===== config.mk =====
export PLATFORM = sky130hd
export DESIGN_NAME = seven_segment_scan_reader_flat
export DESIGN_NICKNAME = d
export VERILOG_FILES = /design/src/rtl/seven_segment_scan_reader_if.sv /design/src/rtl/seven_segment_scan_reader.sv /design/src/flat_wrapper.sv
export SDC_FILE = /design/constraint.sdc
export NUM_CORES = 1
export LEC_CHECK = 0
export BUFFER_PORTS_ARGS = -buffer_cell sky130_fd_sc_hd__buf_2
export CORE_AREA = 3 3 85 108
export CTS_CLUSTER_DIAMETER = 60
export DETAILED_ROUTE_END_ITERATION = 12
export DIE_AREA = 0 0 88 111
export SLEW_MARGIN = 20
export SYNTH_ARGS = -nofsm -noshare
export SYNTH_HDL_FRONTEND = slang
export SYNTH_SLANG_ARGS = --single-unit

===== constraint.sdc =====
create_clock -name clk -period 3.4 [get_ports clk]
set_clock_uncertainty 0.15 [all_clocks]
set_input_delay 0.68 -clock clk [delete_from_list [all_inputs] [get_ports clk]]
set_output_delay 0.68 -clock clk [all_outputs]
set_load 0.03 [all_outputs]

===== src/rtl/seven_segment_scan_reader_if.sv =====
// Frame output channel of the seven-segment scan reader: recovered digits,
// per-digit error flags, valid/ready handshake and the overrun pulse.
interface seven_segment_scan_reader_if #(
    parameter int unsigned DIGITS = 4
) ();
    logic [4*DIGITS-1:0] digits_out;
    logic [DIGITS-1:0]   err_out;
    logic                out_valid;
    logic                out_ready;
    logic                overrun;

    modport master (
        output digits_out,
        output err_out,
        output out_valid,
        output overrun,
        input  out_ready
    );

    modport slave (
        input  digits_out,
        input  err_out,
        input  out_valid,
        input  overrun,
        output out_ready
    );
endinterface


===== src/rtl/seven_segment_scan_reader.sv =====
// Recovers BCD digits from a multiplexed seven-segment bus: debounces each strobe,
// decodes the glyph back to a nibble and presents complete frames over valid/ready.
module seven_segment_scan_reader #(
    parameter int unsigned DIGITS        = 4,
    parameter int unsigned STABLE_CYCLES = 4
) (
    input  logic                        clk,
    input  logic                        rst_n,
    input  logic [6:0]                  seg,
    input  logic [DIGITS-1:0]           digit_en,
    seven_segment_scan_reader_if.master frame_o
);

    localparam int unsigned CntW = $clog2(STABLE_CYCLES + 1);
    localparam int unsigned IdxW = (DIGITS > 1) ? $clog2(DIGITS) : 1;

    typedef logic [CntW-1:0] cnt_t;
    localparam cnt_t CntMax = cnt_t'(STABLE_CYCLES);
    localparam cnt_t CntCap = cnt_t'(STABLE_CYCLES - 1);

    typedef enum logic {StCollect, StPresent} state_e;

    function automatic logic [4:0] decode(input logic [6:0] s);
        logic [4:0] r;  // {err, nibble}
        case (s)
            7'h7E:   r = 5'h00;
            7'h30:   r = 5'h01;
            7'h6D:   r = 5'h02;
            7'h79:   r = 5'h03;
            7'h33:   r = 5'h04;
            7'h5B:   r = 5'h05;
            7'h5F:   r = 5'h06;
            7'h70:   r = 5'h07;
            7'h7F:   r = 5'h08;
            7'h7B:   r = 5'h09;
            7'h4F:   r = 5'h1E;
            default: r = 5'h1F;
        endcase
        return r;
    endfunction

    logic [6:0]             seg_q, prev_seg_q;
    logic [DIGITS-1:0]      en_q, prev_en_q;
    cnt_t                   cnt_q, cnt_d;
    logic                   one_hot, same, capture;
    logic [IdxW-1:0]        cap_idx;
    logic [4:0]             dec;

    logic [DIGITS-1:0][3:0] slot_q, slot_d;
    logic [DIGITS-1:0]      slot_err_q, slot_err_d;
    logic [DIGITS-1:0]      mask_q, mask_d, mask_w;

    state_e                 state_q, state_d;
    logic [DIGITS-1:0][3:0] digits_q, digits_d;
    logic [DIGITS-1:0]      err_q, err_d;
    logic                   valid_q, valid_d;
    logic                   overrun_q, overrun_d;

    // Debounce: count consecutive identical registered samples with a one-hot strobe.
    always_comb begin
        one_hot = (en_q != '0) && ((en_q & (en_q - 1'b1)) == '0);
        same    = (seg_q == prev_seg_q) && (en_q == prev_en_q);
        if (same && one_hot) begin
            cnt_d = (cnt_q == CntMax) ? CntMax : cnt_q + 1'b1;
        end else begin
            cnt_d = '0;
        end
        capture = (cnt_d == CntCap);
        dec     = decode(seg_q);
    end

    always_comb begin
        cap_idx = '0;
        for (int i = 0; i < int'(DIGITS); i++) begin
            if (en_q[i]) cap_idx = IdxW'(i);
        end
    end

    always_comb begin
        slot_d     = slot_q;
        slot_err_d = slot_err_q;
        mask_w     = mask_q;
        if (capture) begin
            slot_d[cap_idx]     = dec[3:0];
            slot_err_d[cap_idx] = dec[4];
            mask_w[cap_idx]     = 1'b1;
        end
    end

    always_comb begin
        state_d   = state_q;
        mask_d    = mask_w;
        digits_d  = digits_q;
        err_d     = err_q;
        valid_d   = valid_q;
        overrun_d = 1'b0;
        case (state_q)
            StCollect: begin
                if (mask_q == '1) begin
                    digits_d = slot_d;
                    err_d    = slot_err_d;
                    valid_d  = 1'b1;
                    mask_d   = '0;
                    state_d  = StPresent;
                end
            end
            StPresent: begin
                // Handshake wins over a full mask; the pending frame keeps its mask.
                if (valid_q && frame_o.out_ready) begin
                    valid_d = 1'b0;
                    state_d = StCollect;
                end else if (mask_q == '1) begin
                    overrun_d = 1'b1;
                    mask_d    = '0;
                end
            end
            default: state_d = StCollect;
        endcase
    end

    always_ff @(posedge clk or negedge rst_n) begin
        if (!rst_n) begin
            seg_q      <= '0;
            en_q       <= '0;
            prev_seg_q <= '0;
            prev_en_q  <= '0;
            cnt_q      <= '0;
            slot_q     <= '0;
            slot_err_q <= '0;
            mask_q     <= '0;
            state_q    <= StCollect;
            digits_q   <= '0;
            err_q      <= '0;
            valid_q    <= 1'b0;
            overrun_q  <= 1'b0;
        end else begin
            seg_q      <= seg;
            en_q       <= digit_en;
            prev_seg_q <= seg_q;
            prev_en_q  <= en_q;
            cnt_q      <= cnt_d;
            slot_q     <= slot_d;
            slot_err_q <= slot_err_d;
            mask_q     <= mask_d;
            state_q    <= state_d;
            digits_q   <= digits_d;
            err_q      <= err_d;
            valid_q    <= valid_d;
            overrun_q  <= overrun_d;
        end
    end

    assign frame_o.digits_out = digits_q;
    assign frame_o.err_out    = err_q;
    assign frame_o.out_valid  = valid_q;
    assign frame_o.overrun    = overrun_q;

endmodule


===== src/flat_wrapper.sv =====
// flat-port wrapper written by rule: the top's interface ports become plain ports
module seven_segment_scan_reader_flat 
#(
    parameter int unsigned DIGITS        = 4,
    parameter int unsigned STABLE_CYCLES = 4
)
  (clk, rst_n, seg, digit_en, frame_o_digits_out, frame_o_err_out, frame_o_out_valid, frame_o_overrun, frame_o_out_ready);
  seven_segment_scan_reader_if #(.DIGITS(DIGITS)) frame_o_i ();
  input  logic clk;
  input  logic rst_n;
  input  logic [6:0] seg;
  input  logic [DIGITS-1:0] digit_en;
  output wire logic [$bits(frame_o_i.digits_out)-1:0] frame_o_digits_out;
  output wire logic [$bits(frame_o_i.err_out)-1:0] frame_o_err_out;
  output wire logic [$bits(frame_o_i.out_valid)-1:0] frame_o_out_valid;
  output wire logic [$bits(frame_o_i.overrun)-1:0] frame_o_overrun;
  input wire logic [$bits(frame_o_i.out_ready)-1:0] frame_o_out_ready;
  assign frame_o_digits_out = frame_o_i.digits_out;
  assign frame_o_err_out = frame_o_i.err_out;
  assign frame_o_out_valid = frame_o_i.out_valid;
  assign frame_o_overrun = frame_o_i.overrun;
  assign frame_o_i.out_ready = frame_o_out_ready;
  seven_segment_scan_reader #(.DIGITS(DIGITS), .STABLE_CYCLES(STABLE_CYCLES)) u_core (.clk(clk), .rst_n(rst_n), .seg(seg), .digit_en(digit_en), .frame_o(frame_o_i));
endmodule

[Yosys cells after proc, flatten, opt, wreduce, memory -nomap -nowiden]
Cells that the tools add are included.
Storage, ports and cells
  word-level logic and storage cells: 79
  output and inout port bits: 22
  bits of input ports: 14
  register bits after elaboration: 72
Cells by class
  add/sub/neg operators: 2
  reduce and logical (&&, ||, !) cells: 9
  equality and inequality tests: 18
  bitwise operators: 3
  order comparisons: 2
  multiplexer cells: 26
Operator list (count)
  7-bit equality test, second input constant: 9
  5-bit one-hot mux with 11 select lines: 1
  4-bit two-way mux: 5
  16-bit bitwise mux: 1
  16-bit two-way mux: 1
  7-bit by 6-bit equality test with 1-bit output, second input constant: 2
  4-bit demux with 2-bit select: 1
  1-bit two-way mux: 8
  4-bit one-hot mux with 2 select lines: 1
  7-bit equality test: 1
  3-bit two-way mux: 2
  1-bit logical AND: 5
  4-bit AND: 1
  4-bit bitwise mux: 1
  4-bit equality test: 1
  4-bit equality test, second input constant: 1
  4-bit zero test: 1
  2-bit two-way mux: 2
  4-bit bitwise OR: 1
  1-bit one-hot mux with 2 select lines: 2
  2-bit AND reduction: 2
  4-bit nonzero test: 1
  4-bit by 1-bit subtractor with 4-bit output, second input constant: 1
  3-bit by 1-bit adder with 3-bit output, second input constant: 1
  8 further kinds: 8

[Depth between registers and ports, before layout]
  depth after elaboration: 12
  mapped depth: 8
  depth with buffers taken out: 8

[Worst setup path after synthesis]
Ideal clock, no wire load.
  path kind: flip-flop to flip-flop
  start point: register u_core.seg_q[5]
  end point: register u_core.digits_q, in the netlist u_core.frame_o.digits_out[12]
  clock period less this slack: 2563 ps
  required time: 3125 ps
  library setup time: 125 ps
  stages on the path, launching flop included: 8
  slack: 837 ps
  buffers on the path: 1
  arrival time: 2288 ps
  cells stage by stage: dfrtp_1 > buf_4 > xor2_1 > nor4_2 > nand2_1 > nor4_4 > mux2_4 > mux2_2
RTL lines
  from (decl): line seven_segment_scan_reader.sv:42  | logic [6:0] seg_q, prev_seg_q;
  from (signal assigned): line seven_segment_scan_reader.sv:137  | seg_q <= seg;
  to (signal assigned): line seven_segment_scan_reader.sv:146  | digits_q <= digits_d;
  to (decl): line seven_segment_scan_reader.sv:54  | logic [DIGITS-1:0][3:0] digits_q, digits_d;

==> results by group <==
Synthesis
  – Post-Syn Area: ~0.003 mm²
  – Most instantiated library cell after synthesis: dfrtp_1
  – Synth unique cells: between 40 and 50
  – Leading post-synthesis cells by cell area: dfrtp_1 (61%), mux2_2 (11%), mux2_4 (4.1%)
  – Cell count after synthesis: just over 200
  – Yosys reg bits: 72
  – Post-synthesis area per instance: 14.2 µm²
  – Syn_nets: 223
  – Asr flop ratio synth: 100%
  – Register area share after synthesis: about three fifths
  – Post-synth top area share: between 60 and 70%
  – Main synth FF type: dfrtp_1
  – Post-synth top area cell: dfrtp_1
  – Post-synth EDFFs: 0
  – Post-synth top cells: dfrtp_1 (72), mux2_2 (29), mux2_4 (8), nand2_1 (8), xor2_1 (8)
  – YS warnings: 0

Place
  – Placed instance area: ~0.0033 mm²
  – Detail Placement HPWL: about 3.9 mm
  – Post-place setup slack: around 520 ps
  – Port bufs: 35
  – Placer Congestion: about 0.72

STA
  – Final worst slack: 489 ps
  – Worst-margin pin slew: slightly above 1000 ps
  – Final hold vios: 0
  – Final setup fails: 0
  – Period minus WS final: just under 3000 ps
  – Worst slew margin: 32.0%
  – Fin. max-slew vios: 0
  – F_max: 0.343 GHz
  – Final TNS setup: 0 ps
  – RSZ-0062 raised after global routing: no
  – Final critical-path share of the clock period: 85.6%

Job
  – Max-cap violations: 0

Worst setup path
  – CP Data Arrival Time: between 2000 and 3000 ps
  – Crit end category: register
  – Crit path from: u_core.en_q[2]
  – Critical R2R Launch: u_core.en_q[2]
  – Setup CP Type: register to register
  – Crit path launch type: register
  – Worst-path fanout max: 7
  – Reg2Reg Setup Slack: 490 ps
  – Req. time, crit path: between 3000 and 4000 ps

Power and ir drop
  – Maximum vdd ir drop: approximately 0.00018 V
  – Design Power: about 1.7 mW
  – Lkg Pwr: approximately 1.7 nW
  – Cell Pwr Density: 480 mW/mm²

Clocking
  – Cts bufs inserted: 9
  – Sink Count: 72
  – Post-CTS Setup Inserts: 0
  – Cts hold-fix bufs: 0
  – H-tree depth: 3
  – CTS tree: done
  – Clk_lat worst skew: between 300 and 400 ps
  – Post-CTS resize count: 0
  – Clk root buf: clkbuf_8
  – Clock Pin Slew Worst Setup and Hold Paths: roughly 70 ps
  – Max Buffers Root-to-Sink: 2

Finish
  – Share of cells above drive strength 1: 39.4%
  – Diode count: 0
  – Area grow syn2layout: 18.5%
  – Fillers: 745
  – Reg area: ~0.0018 mm²
  – Final net count: 270
  – Final core occ: between 40% and 50%
  – Multi-input gate area: about 0.0011 mm²
  – Final instance area: approximately 0.0035 mm²

Floorplan
  – Die width: 88 µm
  – Total die area: ~0.0098 mm²
  – Initial Utilization: a little over a third
  – Top Ports: 36
  – Area of the core: approximately 0.008 mm²
  – Row count: 37
  – Die Ht: ~110 µm

Run status
  – Status: completed

Detailed routing
  – Drt first-iter violations: 65
  – Vias after detailed routing: 1773
  – Vias per cell: roughly 5.0
  – DR pass1 iterations: 4
  – Antenna-violating nets left: 0
  – Final WL: 5.38 mm
  – DR WL/cell: 15.1 µm
  – Drc violations: 0

Global route
  – Vias in the first global route: roughly 1900
  – Initial antenna violation count: 0
  – Global-route wire length before repair: 9.27 mm
  – Largest net degree at the start of global routing: 46
  – Grt total ovfl: 0
  – GRT Total Usage: between 10% and 20%

Hold path
  – Hold Crit Class: input port to async pin
## layer usage
layer,up-vias,global-route usage [%],part of all wire (%)
li1,844,-,-
met1,898,15.5,44
met2,23,19.4,51
met3,8,3.35,2.9
met4,0,6.04,1.9
met5,-,0,0
## power by group
group	switching (mW)	total (mW)	internal [mW]
combinational	0.0374	0.0606	0.0233
sequential	0.0154	0.885	0.869
clock	0.315	0.732	0.417
total	0.368	1.68	1.31
## kinds of logic (layout without fill, tap and decap cells)
logic type | Yosys count | in the layout | share of synthesized area, %
flip-flops | 72 | 72 | 61.1
AND/OR/NAND/NOR | 52 | 52 | 12.3
multiplexers | 37 | 37 | 15.1
AO/OA/AOI/OAI | 24 | 24 | 6.24
XOR/XNOR | 10 | 10 | 2.97
buffers and inverters | 10 | 62 | 1.40
adder cells (fa/ha/maj) | 2 | 2 | 0.848
## through the flow
stage               instances  hold WS, ps
floorplan                 207          202
global placement          340          259
detailed placement        340          273
CTS                       356          215
global route              356          251
finish                    356          205
## path summary, 6_finish.rpt
| path | to | cells past startpoint |
|---|---|---|
| worst max-delay path | u_core.frame_o.digits_out[15] | 6 |
| worst min register to register | u_core.prev_en_q[0] | 0 |
| min in group clk | u_core.prev_en_q[0] | 0 |
| worst max register to register | u_core.frame_o.digits_out[15] | 6 |
| worst min-delay path | u_core.prev_seg_q[3] | 1 |
| max in group asynchronous | u_core.frame_o.digits_out[13] | 2 |
## state kept, by name (all words and copies together), names as in the netlist
signal,flops
u_core.frame_o.digits_out,16
u_core.slot_q,16
u_core.prev_seg_q,7
u_core.seg_q,7
u_core.en_q,4
u_core.frame_o.err_out,4
u_core.mask_q,4
u_core.prev_en_q,4
u_core.slot_err_q,4
u_core.cnt_q,3
u_core.frame_o.out_valid,1
u_core.frame_o.overrun,1
u_core.state_q,1
## area by class of cell
class	count	area share, %
inverters	6	0.644
multi-input cells	125	31.6
flip-flops and latches	72	51.5
well taps	97	3.47
clock inverters	6	2.61
clock buffers	10	3.65
repair buffers	40	6.44
## worst max-delay path: stages (launching register included)
cell and delay (ps):
dfrtp_1 440, nor3_1 440, and3_1 240, o221ai_2 250
nor4_4 660, mux2_4 360, mux2_2 260
## cells in the final DEF (no fill, tap or decap), drive strengths merged, types with 2 or more instances in the layout
cell type  synthesis  layout
nand3b             2       2
buf                1      40
nand3              6       6
mux2              37      37
or2                2       2
a2bb2oi            3       3
clkinv             0       3
nand4              2       2
xnor2              2       2
nor2               6       6
o21a               6       6
bufinv             0       2
inv                6       7
xor2               8       8
clkbuf             3      10
nand2              8       8
nor4               5       5
and3               4       4
o21ai              4       4
ha                 2       2
o21bai             2       2
dfrtp             72      72
a211oi             2       2
nor3               7       7
Power figures use the tool's default switching activity.
